$ cat src/rtl/ex_pkg.sv
// Shared encodings for the EX stage: ALU operation codes, RV32M funct3
// values, forward-select codes and the mul/div sequencer states.
package ex_pkg;

    typedef enum logic [3:0] {
        ALU_ADD  = 4'd0,
        ALU_SUB  = 4'd1,
        ALU_AND  = 4'd2,
        ALU_OR   = 4'd3,
        ALU_XOR  = 4'd4,
        ALU_SLL  = 4'd5,
        ALU_SRL  = 4'd6,
        ALU_SRA  = 4'd7,
        ALU_SLT  = 4'd8,
        ALU_SLTU = 4'd9,
        ALU_ZERO = 4'd10
    } alu_op_t;

    // RV32M funct3; bit 2 separates divide from multiply, bit 1 picks REM.
    localparam logic [2:0] MD_MUL    = 3'b000;
    localparam logic [2:0] MD_MULH   = 3'b001;
    localparam logic [2:0] MD_MULHSU = 3'b010;
    localparam logic [2:0] MD_MULHU  = 3'b011;
    localparam logic [2:0] MD_DIV    = 3'b100;
    localparam logic [2:0] MD_DIVU   = 3'b101;
    localparam logic [2:0] MD_REM    = 3'b110;
    localparam logic [2:0] MD_REMU   = 3'b111;

    localparam logic [1:0] FWD_REG    = 2'b00;
    localparam logic [1:0] FWD_EX_MEM = 2'b10;
    localparam logic [1:0] FWD_MEM_WB = 2'b01;

    typedef enum logic [1:0] {
        ST_IDLE = 2'b00,
        ST_BUSY = 2'b01,
        ST_DONE = 2'b10
    } md_state_t;

endpackage

$ cat src/rtl/ex_muldiv_stage_if.sv
// EX stage pipeline bus: operands and controls in, result and stall out.
interface ex_muldiv_stage_if #(
    parameter int W = 32
);
    logic         in_valid;
    logic         flush;
    logic         is_muldiv;
    logic [2:0]   md_op;
    logic [3:0]   alu_op;
    logic         ALUSrc;
    logic [W-1:0] regReadData1;
    logic [W-1:0] regReadData2;
    logic [W-1:0] imm;
    logic [W-1:0] fd_ex_mem_data;
    logic [W-1:0] fd_mem_wb_data;
    logic [1:0]   forwardA;
    logic [1:0]   forwardB;
    logic         stall;
    logic         out_valid;
    logic [W-1:0] ALUresult;
    logic [W-1:0] data2;
    logic         zero;

    // EX stage side
    modport slave (
        input  in_valid, flush, is_muldiv, md_op, alu_op, ALUSrc,
               regReadData1, regReadData2, imm, fd_ex_mem_data, fd_mem_wb_data,
               forwardA, forwardB,
        output stall, out_valid, ALUresult, data2, zero
    );

    // Pipeline / driver side
    modport master (
        output in_valid, flush, is_muldiv, md_op, alu_op, ALUSrc,
               regReadData1, regReadData2, imm, fd_ex_mem_data, fd_mem_wb_data,
               forwardA, forwardB,
        input  stall, out_valid, ALUresult, data2, zero
    );
endinterface

$ cat src/rtl/ex_muldiv_stage_muldiv_iter.sv
// Iterative RV32M datapath: radix-2 shift-add multiply and restoring
// divide on operand magnitudes, W steps, sign fix-up on the final step.
module muldiv_iter
    import ex_pkg::*;
#(
    parameter int W = 32
) (
    input  logic         clk,
    input  logic         rst_n,
    input  logic         start,
    input  logic         step,
    input  logic [2:0]   op,
    input  logic [W-1:0] a,
    input  logic [W-1:0] b,
    output logic         done,
    output logic [W-1:0] result
);
    localparam int CW = $clog2(W) + 1;

    // prod_reg: multiply {partial hi, multiplier lo}; divide {remainder, dividend/quotient}
    logic [2*W-1:0] prod_reg, prod_next, prod_fix;
    logic [W-1:0]   opnd_reg;
    logic [W-1:0]   result_reg, result_next;
    logic [CW-1:0]  count_reg;
    logic [2:0]     op_reg;
    logic           a_neg_reg, b_neg_reg, b_zero_reg;

    logic           a_signed, b_signed, a_neg, b_neg;
    logic [W-1:0]   mag_a, mag_b;
    logic [W:0]     mul_sum;
    logic [W:0]     div_shift;
    logic           div_ge;
    logic [W-1:0]   div_diff;
    logic [W-1:0]   quo, rem, quo_fix, rem_fix;

    // Operand signedness and magnitudes at acceptance
    always_comb begin
        a_signed = (op == MD_MULH) || (op == MD_MULHSU) || (op == MD_DIV) || (op == MD_REM);
        b_signed = (op == MD_MULH) || (op == MD_DIV) || (op == MD_REM);
        a_neg    = a_signed & a[W-1];
        b_neg    = b_signed & b[W-1];
        mag_a    = a_neg ? -a : a;
        mag_b    = b_neg ? -b : b;
    end

    // One iteration step plus the sign-corrected result it would finish with
    always_comb begin
        mul_sum   = {1'b0, prod_reg[2*W-1:W]} + (prod_reg[0] ? {1'b0, opnd_reg} : '0);
        div_shift = {prod_reg[2*W-1:W], prod_reg[W-1]};
        div_ge    = div_shift >= {1'b0, opnd_reg};
        // Any accepted difference is below the divisor, so W bits hold it
        div_diff  = div_shift[W-1:0] - opnd_reg;
        if (op_reg[2]) begin
            prod_next = div_ge ? {div_diff, prod_reg[W-2:0], 1'b1}
                               : {div_shift[W-1:0], prod_reg[W-2:0], 1'b0};
        end else begin
            prod_next = {mul_sum, prod_reg[W-1:1]};
        end
        prod_fix = (a_neg_reg ^ b_neg_reg) ? -prod_next : prod_next;
        quo      = prod_next[W-1:0];
        rem      = prod_next[2*W-1:W];
        // Divide by zero keeps the all-ones quotient regardless of dividend sign
        quo_fix  = ((a_neg_reg ^ b_neg_reg) & ~b_zero_reg) ? -quo : quo;
        rem_fix  = a_neg_reg ? -rem : rem;
        if (op_reg[2]) begin
            result_next = op_reg[1] ? rem_fix : quo_fix;
        end else begin
            result_next = (op_reg == MD_MUL) ? prod_fix[W-1:0] : prod_fix[2*W-1:W];
        end
    end

    // Operand latch on start, one step per busy cycle, result captured on the last
    always_ff @(posedge clk or negedge rst_n) begin
        if (!rst_n) begin
            prod_reg   <= '0;
            opnd_reg   <= '0;
            result_reg <= '0;
            count_reg  <= '0;
            op_reg     <= '0;
            a_neg_reg  <= 1'b0;
            b_neg_reg  <= 1'b0;
            b_zero_reg <= 1'b0;
        end else if (start) begin
            prod_reg   <= {{W{1'b0}}, (op[2] ? mag_a : mag_b)};
            opnd_reg   <= op[2] ? mag_b : mag_a;
            count_reg  <= CW'(W);
            op_reg     <= op;
            a_neg_reg  <= a_neg;
            b_neg_reg  <= b_neg;
            b_zero_reg <= (b == '0);
        end else if (step) begin
            prod_reg  <= prod_next;
            count_reg <= count_reg - 1'b1;
            if (count_reg == CW'(1)) begin
                result_reg <= result_next;
            end
        end
    end

    assign done   = step && (count_reg == CW'(1));
    assign result = result_reg;

endmodule

$ cat src/rtl/ex_muldiv_stage.sv
// EX stage: operand forwarding, single-cycle ALU, and a stalling
// IDLE/BUSY/DONE sequencer around the iterative mul/div unit.
module ex_muldiv_stage
    import ex_pkg::*;
#(
    parameter int                       WORD_BITWIDTH = 32,
    parameter logic [WORD_BITWIDTH-1:0] FWD_POISON    = 32'hDEADBEEF
) (
    input  logic             clk,
    input  logic             rst_n,
    ex_muldiv_stage_if.slave bus
);
    localparam int W   = WORD_BITWIDTH;
    localparam int SHW = $clog2(W);

    logic [W-1:0] fwd_src_reg [2];
    logic [1:0]   fwd_sel     [2];
    logic [W-1:0] fwd_val     [2];
    logic [W-1:0] op_a, op_b, alu_res, stage_result, md_result;
    md_state_t    state_reg, state_next;
    logic         md_start, md_step, md_done, stall_raw, valid_raw;

    assign fwd_src_reg[0] = bus.regReadData1;
    assign fwd_src_reg[1] = bus.regReadData2;
    assign fwd_sel[0]     = bus.forwardA;
    assign fwd_sel[1]     = bus.forwardB;

    // Same forward mux for both operands; the unused code yields a recognisable poison value
    for (genvar gi = 0; gi < 2; gi++) begin : g_fwd
        assign fwd_val[gi] = (fwd_sel[gi] == FWD_REG)    ? fwd_src_reg[gi]    :
                             (fwd_sel[gi] == FWD_EX_MEM) ? bus.fd_ex_mem_data :
                             (fwd_sel[gi] == FWD_MEM_WB) ? bus.fd_mem_wb_data :
                                                           FWD_POISON;
    end

    assign op_a      = fwd_val[0];
    assign op_b      = bus.ALUSrc ? bus.imm : fwd_val[1];
    assign bus.data2 = fwd_val[1];

    // Single-cycle ALU
    always_comb begin
        alu_res = '0;
        case (alu_op_t'(bus.alu_op))
            ALU_ADD:  alu_res = op_a + op_b;
            ALU_SUB:  alu_res = op_a - op_b;
            ALU_AND:  alu_res = op_a & op_b;
            ALU_OR:   alu_res = op_a | op_b;
            ALU_XOR:  alu_res = op_a ^ op_b;
            ALU_SLL:  alu_res = op_a << op_b[SHW-1:0];
            ALU_SRL:  alu_res = op_a >> op_b[SHW-1:0];
            ALU_SRA:  alu_res = $signed(op_a) >>> op_b[SHW-1:0];
            ALU_SLT:  alu_res = {{(W-1){1'b0}}, ($signed(op_a) < $signed(op_b))};
            ALU_SLTU: alu_res = {{(W-1){1'b0}}, (op_a < op_b)};
            ALU_ZERO: alu_res = '0;
            default:  alu_res = '0;
        endcase
    end

    // Sequencer state register
    always_ff @(posedge clk or negedge rst_n) begin
        if (!rst_n) begin
            state_reg <= ST_IDLE;
        end else begin
            state_reg <= state_next;
        end
    end

    // Sequencer next state, stall and valid
    always_comb begin
        state_next = state_reg;
        md_start   = 1'b0;
        stall_raw  = 1'b0;
        valid_raw  = 1'b0;
        case (state_reg)
            ST_IDLE: begin
                if (bus.in_valid && !bus.flush) begin
                    if (bus.is_muldiv) begin
                        md_start   = 1'b1;
                        stall_raw  = 1'b1;
                        state_next = ST_BUSY;
                    end else begin
                        valid_raw = 1'b1;
                    end
                end
            end
            ST_BUSY: begin
                if (bus.flush) begin
                    state_next = ST_IDLE;
                end else begin
                    stall_raw = 1'b1;
                    if (md_done) begin
                        state_next = ST_DONE;
                    end
                end
            end
            ST_DONE: begin
                valid_raw  = !bus.flush;
                state_next = ST_IDLE;
            end
            default: state_next = ST_IDLE;
        endcase
    end

    assign md_step = (state_reg == ST_BUSY);

    muldiv_iter #(
        .W(W)
    ) u_iter (
        .clk    (clk),
        .rst_n  (rst_n),
        .start  (md_start),
        .step   (md_step),
        .op     (bus.md_op),
        .a      (op_a),
        .b      (op_b),
        .done   (md_done),
        .result (md_result)
    );

    // Reset must silence the handshake at once, even while a mul/div is presented
    assign bus.stall     = stall_raw & rst_n;
    assign bus.out_valid = valid_raw & rst_n;

    assign stage_result  = (state_reg == ST_DONE) ? md_result : alu_res;
    assign bus.ALUresult = stage_result;
    assign bus.zero      = (stage_result == '0);

endmodule

$ cat src/flat_wrapper.sv
// flat-port wrapper written by rule: the top's interface ports become plain ports
module ex_muldiv_stage_flat import ex_pkg::*;
#(
    parameter int                       WORD_BITWIDTH = 32,
    parameter logic [WORD_BITWIDTH-1:0] FWD_POISON    = 32'hDEADBEEF
)
  (clk, rst_n, bus_in_valid, bus_flush, bus_is_muldiv, bus_md_op, bus_alu_op, bus_ALUSrc, bus_regReadData1, bus_regReadData2, bus_imm, bus_fd_ex_mem_data, bus_fd_mem_wb_data, bus_forwardA, bus_forwardB, bus_stall, bus_out_valid, bus_ALUresult, bus_data2, bus_zero);
  ex_muldiv_stage_if #(.W((32))) bus_i ();
  input  logic clk;
  input  logic rst_n;
  input wire logic [$bits(bus_i.in_valid)-1:0] bus_in_valid;
  input wire logic [$bits(bus_i.flush)-1:0] bus_flush;
  input wire logic [$bits(bus_i.is_muldiv)-1:0] bus_is_muldiv;
  input wire logic [$bits(bus_i.md_op)-1:0] bus_md_op;
  input wire logic [$bits(bus_i.alu_op)-1:0] bus_alu_op;
  input wire logic [$bits(bus_i.ALUSrc)-1:0] bus_ALUSrc;
  input wire logic [$bits(bus_i.regReadData1)-1:0] bus_regReadData1;
  input wire logic [$bits(bus_i.regReadData2)-1:0] bus_regReadData2;
  input wire logic [$bits(bus_i.imm)-1:0] bus_imm;
  input wire logic [$bits(bus_i.fd_ex_mem_data)-1:0] bus_fd_ex_mem_data;
  input wire logic [$bits(bus_i.fd_mem_wb_data)-1:0] bus_fd_mem_wb_data;
  input wire logic [$bits(bus_i.forwardA)-1:0] bus_forwardA;
  input wire logic [$bits(bus_i.forwardB)-1:0] bus_forwardB;
  output wire logic [$bits(bus_i.stall)-1:0] bus_stall;
  output wire logic [$bits(bus_i.out_valid)-1:0] bus_out_valid;
  output wire logic [$bits(bus_i.ALUresult)-1:0] bus_ALUresult;
  output wire logic [$bits(bus_i.data2)-1:0] bus_data2;
  output wire logic [$bits(bus_i.zero)-1:0] bus_zero;
  assign bus_i.in_valid = bus_in_valid;
  assign bus_i.flush = bus_flush;
  assign bus_i.is_muldiv = bus_is_muldiv;
  assign bus_i.md_op = bus_md_op;
  assign bus_i.alu_op = bus_alu_op;
  assign bus_i.ALUSrc = bus_ALUSrc;
  assign bus_i.regReadData1 = bus_regReadData1;
  assign bus_i.regReadData2 = bus_regReadData2;
  assign bus_i.imm = bus_imm;
  assign bus_i.fd_ex_mem_data = bus_fd_ex_mem_data;
  assign bus_i.fd_mem_wb_data = bus_fd_mem_wb_data;
  assign bus_i.forwardA = bus_forwardA;
  assign bus_i.forwardB = bus_forwardB;
  assign bus_stall = bus_i.stall;
  assign bus_out_valid = bus_i.out_valid;
  assign bus_ALUresult = bus_i.ALUresult;
  assign bus_data2 = bus_i.data2;
  assign bus_zero = bus_i.zero;
  ex_muldiv_stage #(.WORD_BITWIDTH(WORD_BITWIDTH), .FWD_POISON(FWD_POISON)) u_core (.clk(clk), .rst_n(rst_n), .bus(bus_i));
endmodule
$ cat config.mk
export PLATFORM = sky130hd
export DESIGN_NAME = ex_muldiv_stage_flat
export DESIGN_NICKNAME = d
export VERILOG_FILES = /design/src/rtl/ex_pkg.sv /design/src/rtl/ex_muldiv_stage_if.sv /design/src/rtl/ex_muldiv_stage_muldiv_iter.sv /design/src/rtl/ex_muldiv_stage.sv /design/src/flat_wrapper.sv
export SDC_FILE = /design/constraint.sdc
export NUM_CORES = 2
export LEC_CHECK = 0
export CORE_MARGIN = 10
export CORE_UTILIZATION = 25
export DETAILED_ROUTE_END_ITERATION = 8
export PLACE_DENSITY = 0.52
export SLEW_MARGIN = 20
export SYNTH_ARGS = -nofsm -noshare
export SYNTH_HDL_FRONTEND = slang
export SYNTH_HIERARCHICAL = 1
export SYNTH_SLANG_ARGS = --single-unit
$ cat constraint.sdc
create_clock -name clk -period 11.87 [get_ports clk]
set_clock_uncertainty 0.2 [all_clocks]
set_input_delay 2.374 -clock clk [delete_from_list [all_inputs] [get_ports clk]]
set_output_delay 2.374 -clock clk [all_outputs]
set_load 0.05 [all_outputs]
==> metrics.cfg <==
[timing]
slew_viol_final = 0
worstMarginPinSlew_ps = 1230
timing.max_slew.rel_slack = 0.175
setup_violations = 0
setup_tns_ps = 0
finalCriticalPeriod_ps = 11620
hold_viol_final = 0
grt_setup_unrepaired = no
fmax_ghz = 0.0861
min_period_over_period = 0.979

[synth]
yosysSeqAreaShare = 0.125
synth.area.top_cells = dfrtp_1, ha_1, mux2i_1
synth_edf_count = 0
synth_area_mm2 = 0.0283
yosysTopAreaCellShare = 0.125
syn-num-nets = 4379
synth-seq-cells = 142
async_reset_ff_frac = 1.00
synth_top_cell_by_area = dfrtp_1
netlist-cell-type-count = 115
synthFlopType = dfrtp_1
avgSynthCellArea_um2 = 7.03
synthesis.yosys.warnings = 6
synthCells = 4031

[global_route]
grt-ovfl-total = 0
grt_pass1_vias = 32712
track_usage = 0.250
grt_pass1_wl_um = 238000
grt_max_degree = 92
grt_antenna_before_repair = 3

[floorplan]
core-area_mm2 = 0.112
num_rows = 123
die_y_um = 357
die_w_um = 357
ios = 244
start_util = 0.252
fp.dieArea_mm2 = 0.127

[outcome]
status = completed

[routing]
drc = 0
highest_layer = met5
wl_met3_um = 14300
wirelength_um = 167000
drt_iter0_drc = 4424
ant_nets = 0
wire_per_inst_um = 29.5
first_pass_iters = 8
met2_length_um = 73300
vias = 34057
vias_per_cell = 6.00
wl_met1_um = 66800

[critical_path]
startpoint_type = input pin
cp-end-kind = primary output
crit_arrival_ps = 9040
crit_path_max_fanout = 49
path_class = in -> out
required_ps = 9300

[power_and_ir_drop]
ir_worst_vdd_mv = 0.113
power.density_mw_per_mm2 = 200
leakage_uw = 0.0132
power.total_uw = 6680

[finish]
fin_area_mm2 = 0.0335
instances_no_fill = 5672
layout-drive-gt1-share = 0.0952
largest_register_ff_count = 64
syn_to_final_growth_pct = 18.1
nNetsFinal = 4506

[place]
place_congestion = 1.10
placed_cells = 5639
place_hpwl_um = 132000
port_buffers = 243
place_area_mm2 = 0.0329

[cts]
cts_hold_buf = 0
root_buffer = clkbuf_16
cts_tree = done
cts_sinks = 142
cts_max_path_buffers = 2
numCtsBuffers = 17
clk_latency_ps = 450
htree_levels = 4
clk_pin_slew_ps = 70

[job]
max-cap-violations = 0

[worst_hold_path]
hp-class = reg -> reg

==> where the power goes <==
group | total, µW | switching [µW] | internal [µW] | leakage [µW]
Combinational | 5190 | 3380 | 1810 | 0.0111
Sequential | 916 | 273 | 643 | 0.00179
Clock | 575 | 238 | 338 | 0.000287
Total | 6680 | 3890 | 2790 | 0.0132
==> critical path, cell delays in order <==
cell and delay [ps]:
clkdlybuf4s50_1 730, nand2b_1 90, buf_4 230, o221a_2 410
nor2_4 140, buf_6 390, inv_2 70, ha_1 260
o21bai_1 230, a2111oi_0 530, buf_4 210, o21a_1 240
a21oi_1 100, o32ai_1 690, nand3_1 150, o31ai_1 220
buf_4 190, o2111ai_1 270, nor4_1 280, nand4b_1 230
or4_1 520, nor3_2 280, buf_12 180
==> final cells by class <==
class / count / area (µm²)
multi-input cells: 3413 / 22900
repair buffers: 397 / 3800
flip-flops and latches: 142 / 3560
diodes: 1 / 2.50
clock buffers: 20 / 447
well taps: 1500 / 1880
inverters: 187 / 707
fillers: 12411 / 79000
clock inverters: 12 / 161
==> what timing repair did <==
action                                  CTS  global route
buffers inserted                          0             0
resized for setup                         0             1
endpoints found under the setup margin    0             1
hold endpoints to repair                  0             0
==> cells in the mapped netlist, types with 27 or more instances <==
library cell	instances
nand2_1	425
nor2_1	365
a21oi_1	339
o21ai_0	282
clkbuf_1	189
mux2i_1	186
inv_1	181
ha_1	167
dfrtp_1	142
xnor2_1	128
nor3_1	100
o211ai_1	88
nand3_1	81
xor2_1	76
a211oi_1	73
mux2_2	73
o22ai_1	63
a31oi_1	60
and2_1	53
o221ai_1	50
a21o_1	46
nor4_1	44
or3_1	44
a22oi_1	43
o31ai_1	43
nor2b_1	41
o21a_1	41
buf_2	40
buf_1	35
nand2b_1	32
nand4_1	32
o22a_1	30
and3_1	27
==> layer usage <==
| metal | up-vias | GRT usage |
|---|---|---|
| met1 | 16426 | 0.308 |
| met5 | - | 0 |
| met3 | 434 | 0.0531 |
| li1 | 15250 | - |
| met4 | 4 | 0.158 |
| met2 | 1943 | 0.394 |
==> logic make-up (layout without fill, tap and decap cells) <==
kind of cell / Yosys count / in the layout / synth area share
flops: 142 / 142 / 0.125
fa+ha+maj: 171 / 171 / 0.0766
xor+xnor: 204 / 204 / 0.0631
simple gates: 1344 / 1344 / 0.228
mux: 264 / 264 / 0.0981
other cells: 0 / 1 / 0
compound gates: 1430 / 1430 / 0.339
buf+inv: 476 / 616 / 0.0698
==> final timing paths <==
check	cells past startpoint	startpoint	slack, ps	to
min in group asynchronous	1	rst_n	1620	u_core/u_iter/prod_reg[56]$_DFFE_PN0P_
hold reg to reg	2	u_core/u_iter/result[6]$_DFFE_PN0P_	300	u_core/u_iter/result[6]$_DFFE_PN0P_
hold / removal	2	u_core/u_iter/result[6]$_DFFE_PN0P_	300	u_core/u_iter/result[6]$_DFFE_PN0P_
max in group asynchronous	2	rst_n	8660	u_core/u_iter/prod_reg[54]$_DFFE_PN0P_
setup / recovery	23	bus_forwardB[0]	250	bus_zero
setup reg to reg	21	u_core/u_iter/opnd_reg[24]$_DFFE_PN0P_	4260	u_core/u_iter/result[18]$_DFFE_PN0P_
==> cell usage in the layout, fill, tap and decap left out, types with 75 or more instances in the layout <==
master,instances
inv_1,181
mux2i_1,186
o21ai_0,282
o211ai_1,88
dfrtp_1,141
nor3_1,98
buf_4,162
a21oi_1,337
nor2_1,364
nand2_1,425
nand3_1,81
xor2_1,75
clkdlybuf4s50_1,206
xnor2_1,127
ha_1,167
==> stage by stage <==
stage / worst slack, ps / utilization / hold WS [ps]
after global routing: 110 / 0.298 / 313
final: 255 / 0.298 / 303
after detailed placement: 297 / 0.292 / 276
after CTS: 259 / 0.297 / 299
after floorplan: 610 / - / 250
after global placement: 391 / 0.292 / 272
Note: power is estimated with default switching activity, not from simulation.
